<file path="src/rtl/logic_reduce_unit.sv">
// Multi-channel bitwise reduction (AND/OR/XOR/NAND) with optional packet folding.
// Results are queued in a 2-entry output buffer behind a valid/ready handshake.
module logic_reduce_unit #(
    parameter int WIDTH    = 8,
    parameter int CHANNELS = 2
) (
    input  logic                      clk,
    input  logic                      rst,
    input  logic [CHANNELS*WIDTH-1:0] in_data,
    input  logic                      in_valid,
    output logic                      in_ready,
    input  logic                      in_last,
    input  logic [1:0]                op,
    input  logic                      accumulate,
    output logic [WIDTH-1:0]          out_data,
    output logic [7:0]                out_beats,
    output logic                      out_valid,
    input  logic                      out_ready
);

    typedef enum logic {S_IDLE, S_ACCUM} state_t;

    localparam logic [1:0] OP_OR   = 2'b01;
    localparam logic [1:0] OP_XOR  = 2'b10;
    localparam logic [1:0] OP_NAND = 2'b11;

    // NAND shares the AND fold; its inversion happens once on the finished result.
    function automatic logic [WIDTH-1:0] base_op(input logic [WIDTH-1:0] a,
                                                 input logic [WIDTH-1:0] b,
                                                 input logic [1:0]       sel);
        case (sel)
            OP_OR:   return a | b;
            OP_XOR:  return a ^ b;
            default: return a & b;
        endcase
    endfunction

    function automatic logic [WIDTH-1:0] reduce_beat(input logic [CHANNELS*WIDTH-1:0] d,
                                                     input logic [1:0]                sel);
        logic [WIDTH-1:0] r;
        r = d[WIDTH-1:0];
        for (int k = 1; k < CHANNELS; k++) begin
            r = base_op(r, d[k*WIDTH +: WIDTH], sel);
        end
        return r;
    endfunction

    function automatic logic [WIDTH-1:0] apply_inv(input logic [WIDTH-1:0] v,
                                                   input logic [1:0]       sel);
        return (sel == OP_NAND) ? ~v : v;
    endfunction

    function automatic logic [7:0] sat_inc(input logic [7:0] c);
        return (c == 8'hFF) ? c : c + 8'd1;
    endfunction

    state_t           r_state;
    state_t           w_next_state;
    logic [1:0]       r_op;
    logic [WIDTH-1:0] r_acc;
    logic [7:0]       r_cnt;

    logic             w_accept;
    logic [1:0]       w_op_eff;
    logic [WIDTH-1:0] w_beat;
    logic             w_push;
    logic [WIDTH-1:0] w_push_data;
    logic [7:0]       w_push_beats;
    logic             w_start;
    logic             w_fold;
    logic             w_close;
    logic             w_pop;

    logic [WIDTH-1:0] r_mem_data  [2];
    logic [7:0]       r_mem_beats [2];
    logic             r_wr_ptr;
    logic             r_rd_ptr;
    logic [1:0]       r_occ;

    assign w_accept = in_valid & in_ready;
    // Mid-packet the latched op wins over whatever is on the port.
    assign w_op_eff = (r_state == S_ACCUM) ? r_op : op;
    assign w_beat   = reduce_beat(in_data, w_op_eff);

    always_ff @(posedge clk) begin
        if (rst) begin
            r_state <= S_IDLE;
        end else begin
            r_state <= w_next_state;
        end
    end

    always_comb begin
        w_next_state = r_state;
        case (r_state)
            S_IDLE:  if (w_accept && accumulate && !in_last) w_next_state = S_ACCUM;
            S_ACCUM: if (w_accept && in_last)                w_next_state = S_IDLE;
            default: w_next_state = S_IDLE;
        endcase
    end

    always_comb begin
        w_push       = 1'b0;
        w_push_data  = '0;
        w_push_beats = 8'd0;
        w_start      = 1'b0;
        w_fold       = 1'b0;
        w_close      = 1'b0;
        if (w_accept) begin
            if (r_state == S_IDLE) begin
                if (!accumulate || in_last) begin
                    w_push       = 1'b1;
                    w_push_data  = apply_inv(w_beat, op);
                    w_push_beats = 8'd1;
                end else begin
                    w_start = 1'b1;
                end
            end else if (in_last) begin
                w_push       = 1'b1;
                w_close      = 1'b1;
                w_push_data  = apply_inv(base_op(r_acc, w_beat, r_op), r_op);
                w_push_beats = sat_inc(r_cnt);
            end else begin
                w_fold = 1'b1;
            end
        end
    end

    always_ff @(posedge clk) begin
        if (rst) begin
            r_acc <= '0;
            r_cnt <= 8'd0;
            r_op  <= 2'b00;
        end else if (w_start) begin
            r_acc <= w_beat;
            r_cnt <= 8'd1;
            r_op  <= op;
        end else if (w_fold) begin
            r_acc <= base_op(r_acc, w_beat, r_op);
            r_cnt <= sat_inc(r_cnt);
        end else if (w_close) begin
            r_acc <= '0;
            r_cnt <= 8'd0;
        end
    end

    // Output buffer: two slots addressed by 1-bit read/write pointers.
    assign w_pop = out_valid & out_ready;

    always_ff @(posedge clk) begin
        if (rst) begin
            r_wr_ptr <= 1'b0;
            r_rd_ptr <= 1'b0;
            r_occ    <= 2'd0;
        end else begin
            if (w_push) r_wr_ptr <= ~r_wr_ptr;
            if (w_pop)  r_rd_ptr <= ~r_rd_ptr;
            case ({w_push, w_pop})
                2'b10:   r_occ <= r_occ + 2'd1;
                2'b01:   r_occ <= r_occ - 2'd1;
                default: r_occ <= r_occ;
            endcase
        end
    end

    always_ff @(posedge clk) begin
        if (w_push) begin
            r_mem_data[r_wr_ptr]  <= w_push_data;
            r_mem_beats[r_wr_ptr] <= w_push_beats;
        end
    end

    assign out_valid = (r_occ != 2'd0);
    assign out_data  = out_valid ? r_mem_data[r_rd_ptr]  : '0;
    assign out_beats = out_valid ? r_mem_beats[r_rd_ptr] : 8'd0;
    // Readiness depends on stored occupancy only, never on out_ready.
    assign in_ready  = ~rst & (r_occ != 2'd2);

endmodule

</file>
<file path="config.mk">
export PLATFORM = sky130hd
export DESIGN_NAME = logic_reduce_unit
export DESIGN_NICKNAME = d
export VERILOG_FILES = /design/src/rtl/logic_reduce_unit.sv
export SDC_FILE = /design/constraint.sdc
export NUM_CORES = 1
export LEC_CHECK = 0
export CAP_MARGIN = 20
export CORE_MARGIN = 4
export CORE_UTILIZATION = 24
export CTS_BUF_LIST = sky130_fd_sc_hd__clkbuf_16
export DETAILED_ROUTE_END_ITERATION = 16
export REMOVE_ABC_BUFFERS = 1
export SLEW_MARGIN = 15
export SYNTH_ARGS = -nofsm -noshare
export SYNTH_HDL_FRONTEND = slang
export SYNTH_SLANG_ARGS = --single-unit
export TNS_END_PERCENT = 10
</file>
<file path="constraint.sdc">
create_clock -name clk -period 10.4 [get_ports clk]
set_clock_uncertainty 0.2 [all_clocks]
set_input_delay 3.12 -clock clk [delete_from_list [all_inputs] [get_ports clk]]
set_output_delay 3.12 -clock clk [all_outputs]
set_load 0.02 [all_outputs]
</file>
; ---- Yosys cells after proc, flatten, opt, wreduce, memory -nomap -nowiden
; Memories as Yosys holds them, arrays and structs flattened. A register that Yosys moved wholly into a read port is not among the register bits.
; Index checks and enable logic that the tools add are counted.
[word_totals]
register_bits = 23
ram_bits = 32
output_inout_bits = 18
wordCells = 95
memories = 2
[memory_table]
columns = memory, depth, word_bits, rd, rd_ports_with_merged_regs, write_ports, line_no
row1 = r_mem_beats, 2, 8, 1, 1, 1, 75  ; logic [7:0] r_mem_beats [2];
row2 = r_mem_data, 2, 8, 1, 1, 1, 74  ; logic [WIDTH-1:0] r_mem_data [2];
[op_classes]
addsub = 3
n_eq_ne = 10
muxes = 46
bitwise = 15
n_reduce_logical = 11
[op_table]
columns = cell, n
row1 = 8-bit two-way mux, 19
row2 = 8-bit one-hot mux with 2 select lines, 2
row3 = 1-bit two-way mux, 22
row4 = 8-bit AND, 2
row5 = 8-bit NOT, 2
row6 = 8-bit bitwise OR, 2
row7 = 8-bit XOR, 2
row8 = "2-bit equality test, second input constant", 5
row9 = "8-bit by 1-bit adder with 8-bit output, second input constant", 1
row10 = "8-bit equality test, second input constant", 1
row11 = "2-bit by 1-bit equality test with 1-bit output, second input constant", 3
row12 = 2-bit nonzero test, 3
row13 = 1-bit NOT, 4
row14 = 2-bit one-hot mux with 2 select lines, 1
row15 = 1-bit AND, 3
row16 = 1-bit logical AND, 3
row17 = 3-bit nonzero test, 1
row18 = "2-bit by 1-bit adder with 2-bit output, second input constant", 1
row19 = 1-bit logical NOT, 2
row20 = 2-bit two-way mux, 1
row21 = "2-bit != test, second input constant", 1
row22 = 1-bit one-hot mux with 2 select lines, 1
row23 = 2-bit OR reduction, 1
row24 = "2-bit by 1-bit subtractor with 2-bit output, second input constant", 1
row25 = 1-bit logical OR, 1

; ---- Longest topological paths before layout
[depth]
ltp_word = 13
ltp_mapped = 14
ltp_nobuf = 12

; ---- Worst setup path after synthesis
; OpenSTA, ideal clock, no wires.
[synth_path]
path_type = input port to output port
startpoint = in rst
endpoint = out in_ready
t_arrival_ns = 3.791
t_required_ns = 7.080
setup_slack_ns = 3.289
stages = 3
path_cell_list = buf_2 > clkbuf_1 > nor2_1
[synth_between]
elab_chain_len = 2
[synth_rtl]
columns = item, line_no
row1 = "start, declared", 8  ; input logic rst,
row2 = 1-bit NOT, 177  ; assign in_ready = ~rst & (r_occ != 2'd2);
row3 = 1-bit AND, 177
row4 = "end, declared", 11  ; output logic in_ready,
; No other way between the ends.

; ---- Worst setup path after layout
; Same ends and word-level chain as after synthesis.

==> flow_summary.ini <==
[logic_synthesis]
seq_area_frac_synth_pct = 38.3
yosysWarnings = 0
yosysMostFrequentCell = nor2_1
syn_inst = 413
synthMuxAreaShare_pct = 6.15
synth_top_area_share_pct = 25.5
synth_area_per_cell_um2 = 9.11
syn_area_um2 = 3760
synth_simple_gate_area_share_pct = 17.3
synth.top_cells.by_count = 58 x nor2_1, 45 x inv_1, 38 x ha_1, 32 x edfxtp_1
synth_compound_area_share_pct = 13.4
synth_top_area_cell = edfxtp_1
async_flop_share_pct = 0
synthXorXnorAreaFrac_pct = 5.35
synth_seq_cells = 56
synth_ff_type = edfxtp_1
synth_cell_types = 43
synth_top_family_by_area = simple AND/OR/NAND/NOR gates
synth-edff-count = 32
synthAdderAreaFrac_pct = 12.6
synth.top_cells.by_area = edfxtp_1 26%, dfxtp_1 13%, ha_1 13%

[final_layout]
antenna_cells = 0
drive_above_1_share_pct = 4.26
nets = 507
area_delta_synth_final_pct = 20.4

[critical_path]
crit_path_start_kind = input pin
crit_fanout = 25
required_ns = 7.08
cp-end-kind = output pin
crit_type = input pin to output pin
worstPathArrival_ns = 4.53

[clock_tree]
cts_tree = yes
path_clk_slew_ns = 0.08
clockBufferDepth = 2
cts_setup_buffers = 0
cts_inserted_buffers = 5
ctsHoldBuffers = 0
cts.sinks = 56
cts_max_level = 2
insertion_delay_ns = 0.29
post_cts_resized = 0
cts-root-buf = clkbuf_16

[timing]
post-route-period-util_pct = 75.5
finalHoldViolations = 0
setup_tns_ns = 0
max_freq_ghz = 0.127
worst_pin_slew_ns = 0.899
setup_viol = 0
rsz0062_at_grt = no
hold_ws_ns = 0.318
slew_headroom_pct = 40.0
period_needed_ns = 7.85
drv_slew = 0
fin_ws_ns = 2.55

[drt]
drtPass1Iterations = 4
route.detailed.drc = 0
drt-initial-drc-count = 164
avgViaCountPerCell = 4.37
drtAntennaViolNets = 0
wl_per_cell_um = 12.6
via_count = 2869
routed_wirelength_um = 8310

[power_and_ir_drop]
ir_drop_uv = 70.5
power_uw = 676
seqPwrFrac_pct = 39.4
swShare_pct = 33.7
p_switching_uw = 228
comb_power_share_pct = 35.0
p_int_uw = 448
clkPwrFrac_pct = 25.7
leakage_nw = 1.67
p_per_area_nw_per_um2 = 149

[place]
place_ws_ns = 2.54
dpl.hpwl_um = 6220
io_buffers = 41
place.gp.congestion = 0.815

[run_status]
status = finished, final reports clean

[floorplan]
dieWidth_um = 133
start_util_pct = 24.7
die_y_um = 133
die_area_um2 = 17700
rows = 45
io_pins = 42
design.core.area_um2 = 15300

[global_routing]
grt_pass1_vias = 2849
grtUsageTotal_pct = 9.51
grt_pass1_wl_um = 14100
grt_max_degree = 26
grt_overflow_total = 0
antenna_found_initial = 0

[hold_path]
hold_path_class = flop to flop

[flow_run]
maxCapViolations = 0
power groups by stage:
stage | Clock [mW] | Sequential, mW | Combinational, mW
2_1_floorplan | 0 | 0.267 | 0.144
3_3_place_gp | 0 | 0.271 | 0.233
3_5_place_dp | 0 | 0.272 | 0.239
4_1_cts | 0.179 | 0.266 | 0.239
5_1_grt | 0.187 | 0.269 | 0.262
6_report | 0.173 | 0.266 | 0.236
state kept, by name, summed over array words and instances (netlist names), named ones only:
name,cells
r_acc,8
r_cnt,8
r_mem_beats,16
r_mem_data,16
r_occ,2
r_op,2
r_rd_ptr,1
r_state,1
r_wr_ptr,1
final timing paths:
| check | cells past startpoint | start | slack [ns] | to |
|---|---|---|---|---|
| worst max-delay path | 4 | rst | 2.55 | in_ready |
| worst min register to register | 2 | r_rd_ptr | 0.32 | r_rd_ptr |
| worst min-delay path | 2 | r_rd_ptr | 0.32 | r_rd_ptr |
| worst max register to register | 12 | r_state | 6.74 | r_mem_data[1][1] |
layout make-up:
cell class,instances,area [um^2]
multi-input combinational,292,2060
tap,211,264
timing repair buffer,45,440
sequential,56,1440
inverter,45,169
fill,1605,10700
clock inverter,3,27.5
clock buffer,5,125
metrics by stage:
stage / instance area [um^2] / util (%) / std cells
CTS: 4530 / 29.7 / 657
global route: 4530 / 29.7 / 657
finish: 4530 / 29.7 / 657
floorplan: 3670 / - / 393
global placement: 4380 / 28.7 / 649
detailed placement: 4380 / 28.7 / 649
critical path: stages:
cell and delay (ns):
clkdlybuf4s50_1 0.46, buf_4 0.30, nor2_1 0.09, clkdlybuf4s50_1 0.55
per-layer routing:
| layer | GRT usage, % | part of all wire (%) |
|---|---|---|
| met1 | 13.2 | 50 |
| met3 | 2.04 | 5.2 |
| met2 | 15.1 | 44 |
| met5 | 0 | 0 |
| met4 | 2.40 | 1.0 |
cells by family (layout without fill, tap and decap cells):
kind of cell | Yosys count | after routing
simple gates | 132 | 132
compound gates | 76 | 76
buf+inv | 65 | 98
flops | 56 | 56
fa+ha+maj | 38 | 38
xor+xnor | 23 | 23
mux | 23 | 23
placed cells by master (no fill, tap or decap), types with 3 or more instances in the layout:
master / n
a21oi_1: 15
xnor2_1: 14
clkbuf_16: 5
clkdlybuf4s50_1: 41
edfxtp_1: 32
mux2i_1: 22
inv_1: 45
nand3_1: 3
dfxtp_1: 24
a211oi_1: 9
ha_1: 38
buf_4: 4
or3_1: 3
o21ai_0: 18
a31oi_1: 11
nor2b_1: 12
a22oi_1: 7
nor3b_1: 4
nor2_1: 58
xor2_1: 9
nor3_1: 3
nand2_1: 24
o22ai_1: 3
nand2b_1: 13
(Power assumes the default switching activity.)
